<file path="config.mk">
export PLATFORM = sky130hd
export DESIGN_NAME = ram_loader
export DESIGN_NICKNAME = d
export VERILOG_FILES = /design/src/rtl/cpu_pkg.sv /design/src/rtl/ram_loader.sv
export SDC_FILE = /design/constraint.sdc
export NUM_CORES = 1
export LEC_CHECK = 0
export ABC_AREA = 0
export CAP_MARGIN = 25
export CELL_PAD_IN_SITES_DETAIL_PLACEMENT = 0
export CELL_PAD_IN_SITES_GLOBAL_PLACEMENT = 1
export CORE_MARGIN = 4
export CORE_UTILIZATION = 39
export CTS_CLUSTER_SIZE = 20
export DETAILED_ROUTE_END_ITERATION = 6
export PLACE_DENSITY = 0.95
export SYNTH_ARGS = -nofsm -noshare
export SYNTH_HDL_FRONTEND = slang
export SYNTH_SLANG_ARGS = --single-unit
export TNS_END_PERCENT = 5
</file>
<file path="constraint.sdc">
create_clock -name CPUclk -period 2.4 [get_ports CPUclk]
set_input_delay 0.36 -clock CPUclk [delete_from_list [all_inputs] [get_ports CPUclk]]
set_output_delay 0.36 -clock CPUclk [all_outputs]
set_load 0.01 [all_outputs]
</file>
<file path="src/rtl/cpu_pkg.sv">
// Shared definitions for the boot-time RAM loader: loader FSM states and
// the basic byte/RAM sizing constants used by the loader and its bench.
package cpu_pkg;

  localparam int BYTE_W            = 8;
  localparam int DEFAULT_RAM_DEPTH = 256;

  typedef enum logic [2:0] {
    IDLE,
    COUNT,
    HI,
    LO,
    WRITE,
    CHECK,
    DONE
  } loader_state_t;

endpackage

</file>
<file path="src/rtl/ram_loader.sv">
// Boot-time loader in front of the 256x16 RAM. It takes a byte stream
// (count, high/low byte pairs, XOR checksum) over a valid/ready handshake,
// writes the assembled words from address 0 upward and flags a checksum
// mismatch. Outside a load the CPU's RAM port passes straight through.
module ram_loader
  import cpu_pkg::*;
#(
  parameter int WIDTH      = 16,
  parameter int ADDR_WIDTH = 8,
  parameter int DEPTH      = DEFAULT_RAM_DEPTH
) (
  input  logic                  CPUclk,
  input  logic                  reset,
  input  logic                  start,
  input  logic [BYTE_W-1:0]     byte_in,
  input  logic                  byte_valid,
  output logic                  byte_ready,
  input  logic [ADDR_WIDTH-1:0] cpu_addr,
  input  logic [WIDTH-1:0]      cpu_wdata,
  input  logic                  cpu_we,
  output logic [ADDR_WIDTH-1:0] ram_addr,
  output logic [WIDTH-1:0]      ram_wdata,
  output logic                  ram_we,
  output logic                  busy,
  output logic                  done,
  output logic                  error
);

  // One extra bit so that a full-depth load (count byte 0) is representable.
  localparam int REM_W = ADDR_WIDTH + 1;

  loader_state_t         state_q, state_d;
  logic [ADDR_WIDTH-1:0] addr_q, addr_d;
  logic [REM_W-1:0]      remaining_q, remaining_d;
  logic [BYTE_W-1:0]     acc_q, acc_d;
  logic [BYTE_W-1:0]     hi_q, hi_d;
  logic [BYTE_W-1:0]     lo_q, lo_d;
  logic                  done_q, done_d;
  logic                  error_q, error_d;

  logic readyState;
  logic xfer;

  // Ready is purely a function of state (and held low during reset).
  always_comb begin
    readyState = (state_q == COUNT) || (state_q == HI) ||
                 (state_q == LO)    || (state_q == CHECK);
    byte_ready = readyState && !reset;
    xfer       = byte_valid && byte_ready;
  end

  // Next-state logic: stream parsing, word assembly, address/count tracking.
  always_comb begin
    state_d     = state_q;
    addr_d      = addr_q;
    remaining_d = remaining_q;
    acc_d       = acc_q;
    hi_d        = hi_q;
    lo_d        = lo_q;
    done_d      = done_q;
    error_d     = error_q;

    unique case (state_q)
      IDLE, DONE: begin
        if (start) begin
          state_d = COUNT;
          done_d  = 1'b0;
          error_d = 1'b0;
          addr_d  = '0;
          acc_d   = '0;
        end
      end
      COUNT: begin
        if (xfer) begin
          remaining_d = (byte_in == '0) ? REM_W'(DEPTH) : REM_W'(byte_in);
          state_d     = HI;
        end
      end
      HI: begin
        if (xfer) begin
          hi_d    = byte_in;
          acc_d   = acc_q ^ byte_in;
          state_d = LO;
        end
      end
      LO: begin
        if (xfer) begin
          lo_d    = byte_in;
          acc_d   = acc_q ^ byte_in;
          state_d = WRITE;
        end
      end
      WRITE: begin
        addr_d      = addr_q + ADDR_WIDTH'(1);
        remaining_d = remaining_q - REM_W'(1);
        state_d     = (remaining_q == REM_W'(1)) ? CHECK : HI;
      end
      CHECK: begin
        if (xfer) begin
          error_d = (byte_in != acc_q);
          done_d  = 1'b1;
          state_d = DONE;
        end
      end
      default: state_d = IDLE;
    endcase
  end

  // State and datapath registers with synchronous reset.
  always_ff @(posedge CPUclk) begin
    if (reset) begin
      state_q     <= IDLE;
      addr_q      <= '0;
      remaining_q <= '0;
      acc_q       <= '0;
      hi_q        <= '0;
      lo_q        <= '0;
      done_q      <= 1'b0;
      error_q     <= 1'b0;
    end else begin
      state_q     <= state_d;
      addr_q      <= addr_d;
      remaining_q <= remaining_d;
      acc_q       <= acc_d;
      hi_q        <= hi_d;
      lo_q        <= lo_d;
      done_q      <= done_d;
      error_q     <= error_d;
    end
  end

  // RAM port mux: CPU passthrough when idle/done, loader ownership otherwise;
  // no write of any kind may reach the RAM while reset is held.
  always_comb begin
    busy = !((state_q == IDLE) || (state_q == DONE));
    if (busy) begin
      ram_addr  = addr_q;
      ram_wdata = {hi_q, lo_q};
      ram_we    = (state_q == WRITE);
    end else begin
      ram_addr  = cpu_addr;
      ram_wdata = cpu_wdata;
      ram_we    = cpu_we;
    end
    if (reset) begin
      ram_we = 1'b0;
    end
    done  = done_q;
    error = error_q;
  end

endmodule

</file>
==> run_results.csv <==
group,metric,value,unit
logic_synthesis,synth_simple_gate_area_frac,0.235,
sta,max_freq,428,MHz
worst_setup_path,crit_family,"buffers and inverters",
worst_setup_path,arrival,1.98,ns
logic_synthesis,synth.avg_cell_area,8.78,sq um
sta,rsz0062_at_grt,"true",
cts,numCtsBuffers,5,
placed_design,portBuffers,65,
sta,finalHoldViolations,0,
finish,final_common_cell,"dfxtp_1",
power,power.density,742,nW/um^2
hold_path,hp-class,"flip-flop to flip-flop",
sta,whs,0.482,ns
cts,cts.sinks,46,
sta,clock_skew,0.00358,ns
detailed_routing,vias,2459,
floorplanning,die_w,89.2,um
logic_synthesis,synth_warnings,0,
logic_synthesis,syn_inst,293,
sta,tightest_slew,0.850,ns
detailed_routing,totalWireLength,7020,um
worst_setup_path,crit_buf_inv,2,
floorplanning,coreArea,6390,sq um
logic_synthesis,yosysSeqAreaShare,0.358,
worst_setup_path,critPathKind,"flip-flop to output port",
global_routing,grt_max_degree,26,
worst_setup_path,rr_worst_depth,4,
logic_synthesis,synthMuxAreaShare,0.167,
detailed_routing,routedWlPerCell,15.7,um
finish,area_growth,38.0,%
worst_setup_path,path_depth,5,
floorplanning,ioPinCount,66,
worst_setup_path,crit_end,"ram_wdata[15]",
worst_setup_path,path_max_fanout,25,
sta,fin_crit_sh,0.974,
logic_synthesis,synth_top_family_by_area,"simple AND/OR/NAND/NOR gates",
worst_setup_path,slowest_delay,0.48,ns
outcome,outcome,"complete, no violations",
logic_synthesis,synth_edf_count,0,
placed_design,gp_congestion,0.853,
power,peakVddDrop,0.000643,V
cts,clockRootBuffer,"clkbuf_8",
logic_synthesis,synthAdderAreaFrac,0.0146,
floorplanning,start_util,0.403,
worst_setup_path,cp-startpoint,"state_q[2]",
detailed_routing,via_per_inst,5.51,
finish,final_cells,446,
run,max_cap_violations,0,
detailed_routing,drtIter0Drc,152,
finish,fin_nets,408,
detailed_routing,ant_nets,0,
worst_setup_path,regToRegSetupSlack,0.51,ns
logic_synthesis,synth-seq-cells,46,
logic_synthesis,async_reset_ff_frac,0,
cts,clkTransAtPathRegs,0.08,ns
logic_synthesis,netlist_area,2570,sq um
finish,layout_common_cells,"46 x dfxtp_1, 42 x clkdlybuf4s50_1, 28 x nor2_1",
sta,max_slew_margin,0.428,
global_routing,grt_pass1_wl,11800,um
detailed_routing,firstDrtPassIters,4,
logic_synthesis,synth_compound_gate_area_share,0.178,
cts,cts_tree,"done",
worst_setup_path,worst_path_max_delay_cell,"clkdlybuf4s50_1",
sta,setup_viol,0,
worst_setup_path,rr_endpoint,"acc_q[3]",
finish,drive_gt1_frac,0.182,
cts,htreeDepth,2,
sta,period_needed,2.34,ns
cts,clock_path_buffers,2,
worst_setup_path,cp-end-kind,"output port",
placed_design,dp.cells,438,
logic_synthesis,ys.flop_type,"dfxtp_1",
power,leakagePower,1.52,nW
global_routing,antenna_found_initial,0,
cts,clock_latency,0.30,ns
floorplanning,rows,29,
floorplanning,die_area,7960,sq um
global_routing,grt_usage,0.187,
finish,antenna_cells,0,
sta,setup_tns,0,ns
power,p_total,0.00264,W
global_routing,first_global_vias,2450,
global_routing,grt_overflow,0,
logic_synthesis,synth_nets,333,
logic_synthesis,synth_xor_area_frac,0.0102,
cts,cts_setup_buffers,0,
logic_synthesis,yosysUniqueCellTypes,48,
placed_design,dp_hpwl,5210,um
worst_setup_path,cp_data_required_time,2.04,ns
worst_setup_path,rr_startpoint,"state_q[0]",
worst_setup_path,crit_chain,"xor2_1, nor2_2, buf_12, mux2_2, clkdlybuf4s50_1",
sta,final_max_slew_viol_count,0,
floorplanning,die_y,89.2,um
worst_setup_path,cp-start-kind,"flip-flop",
detailed_routing,drc,0,
area by class of cell:
cell class / count / area, sq um
fill: 559 / 2840
multi-input combinational: 224 / 1560
sequential: 46 / 921
timing repair buffer: 82 / 848
tap: 77 / 96.3
clock buffer: 7 / 86.3
inverter: 9 / 33.8
clock inverter: 1 / 5.00
cells in the mapped netlist (all sizes together), types with 3 or more instances:
| master | instances | area, sq um |
|---|---|---|
| nand4 | 4 | 25.0 |
| nor3b | 4 | 35.0 |
| dfxtp | 46 | 921 |
| a21oi | 18 | 90.1 |
| nor2 | 30 | 115 |
| or2 | 4 | 25.0 |
| ha | 3 | 37.5 |
| o211ai | 3 | 22.5 |
| or3 | 4 | 25.0 |
| nor3 | 13 | 70.1 |
| nand3 | 11 | 55.1 |
| o21ai | 14 | 70.1 |
| mux2 | 24 | 270 |
| nor4 | 4 | 25.0 |
| buf | 8 | 37.5 |
| nand2 | 7 | 26.3 |
| and2 | 3 | 18.8 |
| mux2i | 16 | 160 |
| a211oi | 3 | 22.5 |
| inv | 8 | 30.0 |
| clkbuf | 6 | 22.5 |
| a31oi | 7 | 43.8 |
| nand2b | 17 | 106 |
| a31o | 9 | 78.8 |
logic make-up (layout without fill, tap and decap cells):
logic type / after synthesis / in the layout
compound gates: 68 / 68
xor+xnor: 3 / 3
fa+ha+maj: 3 / 3
buf+inv: 23 / 99
flops: 46 / 46
mux: 40 / 40
simple gates: 110 / 110
through the flow:
stage          area (sq um)  worst slack, ns   util
6_report               3550           0.0623  0.556
5_1_grt                3550         -0.00757  0.556
4_1_cts                3490           0.0282  0.547
3_5_place_dp           3400            0.137  0.533
3_3_place_gp           3400            0.150  0.533
2_1_floorplan          2570            0.589      -
registers in the layout, indices dropped and copies added, names as in the netlist:
| name | cells |
|---|---|
| remaining_q | 9 |
| acc_q | 8 |
| error | 1 |
| lo_q | 8 |
| state_q | 3 |
| addr_q | 8 |
| hi_q | 8 |
| done | 1 |
report_power, final:
group,total [W],internal [W],switching [W]
Sequential,0.000842,0.000808,0.0000340
Combinational,0.00131,0.000695,0.000616
Clock,0.000483,0.000233,0.000250
worst min path at each step:
stage | to | from | cells after the start
after floorplan | addr_q[7] | addr_q[7] | 2
after global placement | addr_q[7] | addr_q[7] | 2
after detailed placement | addr_q[7] | addr_q[7] | 2
after CTS | addr_q[7] | addr_q[7] | 2
after global routing | remaining_q[5] | remaining_q[5] | 2
final | addr_q[7] | addr_q[7] | 2
timing repair:
item | in CTS | in global routing
resized for setup | 0 | 23
setup endpoints to repair | 0 | 24
hold endpoints to repair | 0 | 0
hold buffers | 0 | 0
worst register-to-register path: stages (launching register included):
cell and delay, ns:
dfxtp_1 0.33, buf_4 0.18, o31ai_1 0.74, o21ai_0 0.24
a31o_2 0.30
metal layers:
metal	GRT usage	part of all wire	up-vias
met5	0	0	-
met4	0.0433	0.0067	0
met3	0.0461	0.064	5
met2	0.289	0.47	82
met1	0.263	0.46	1143
li1	-	-	1229
Power figures use the tool's default switching activity.
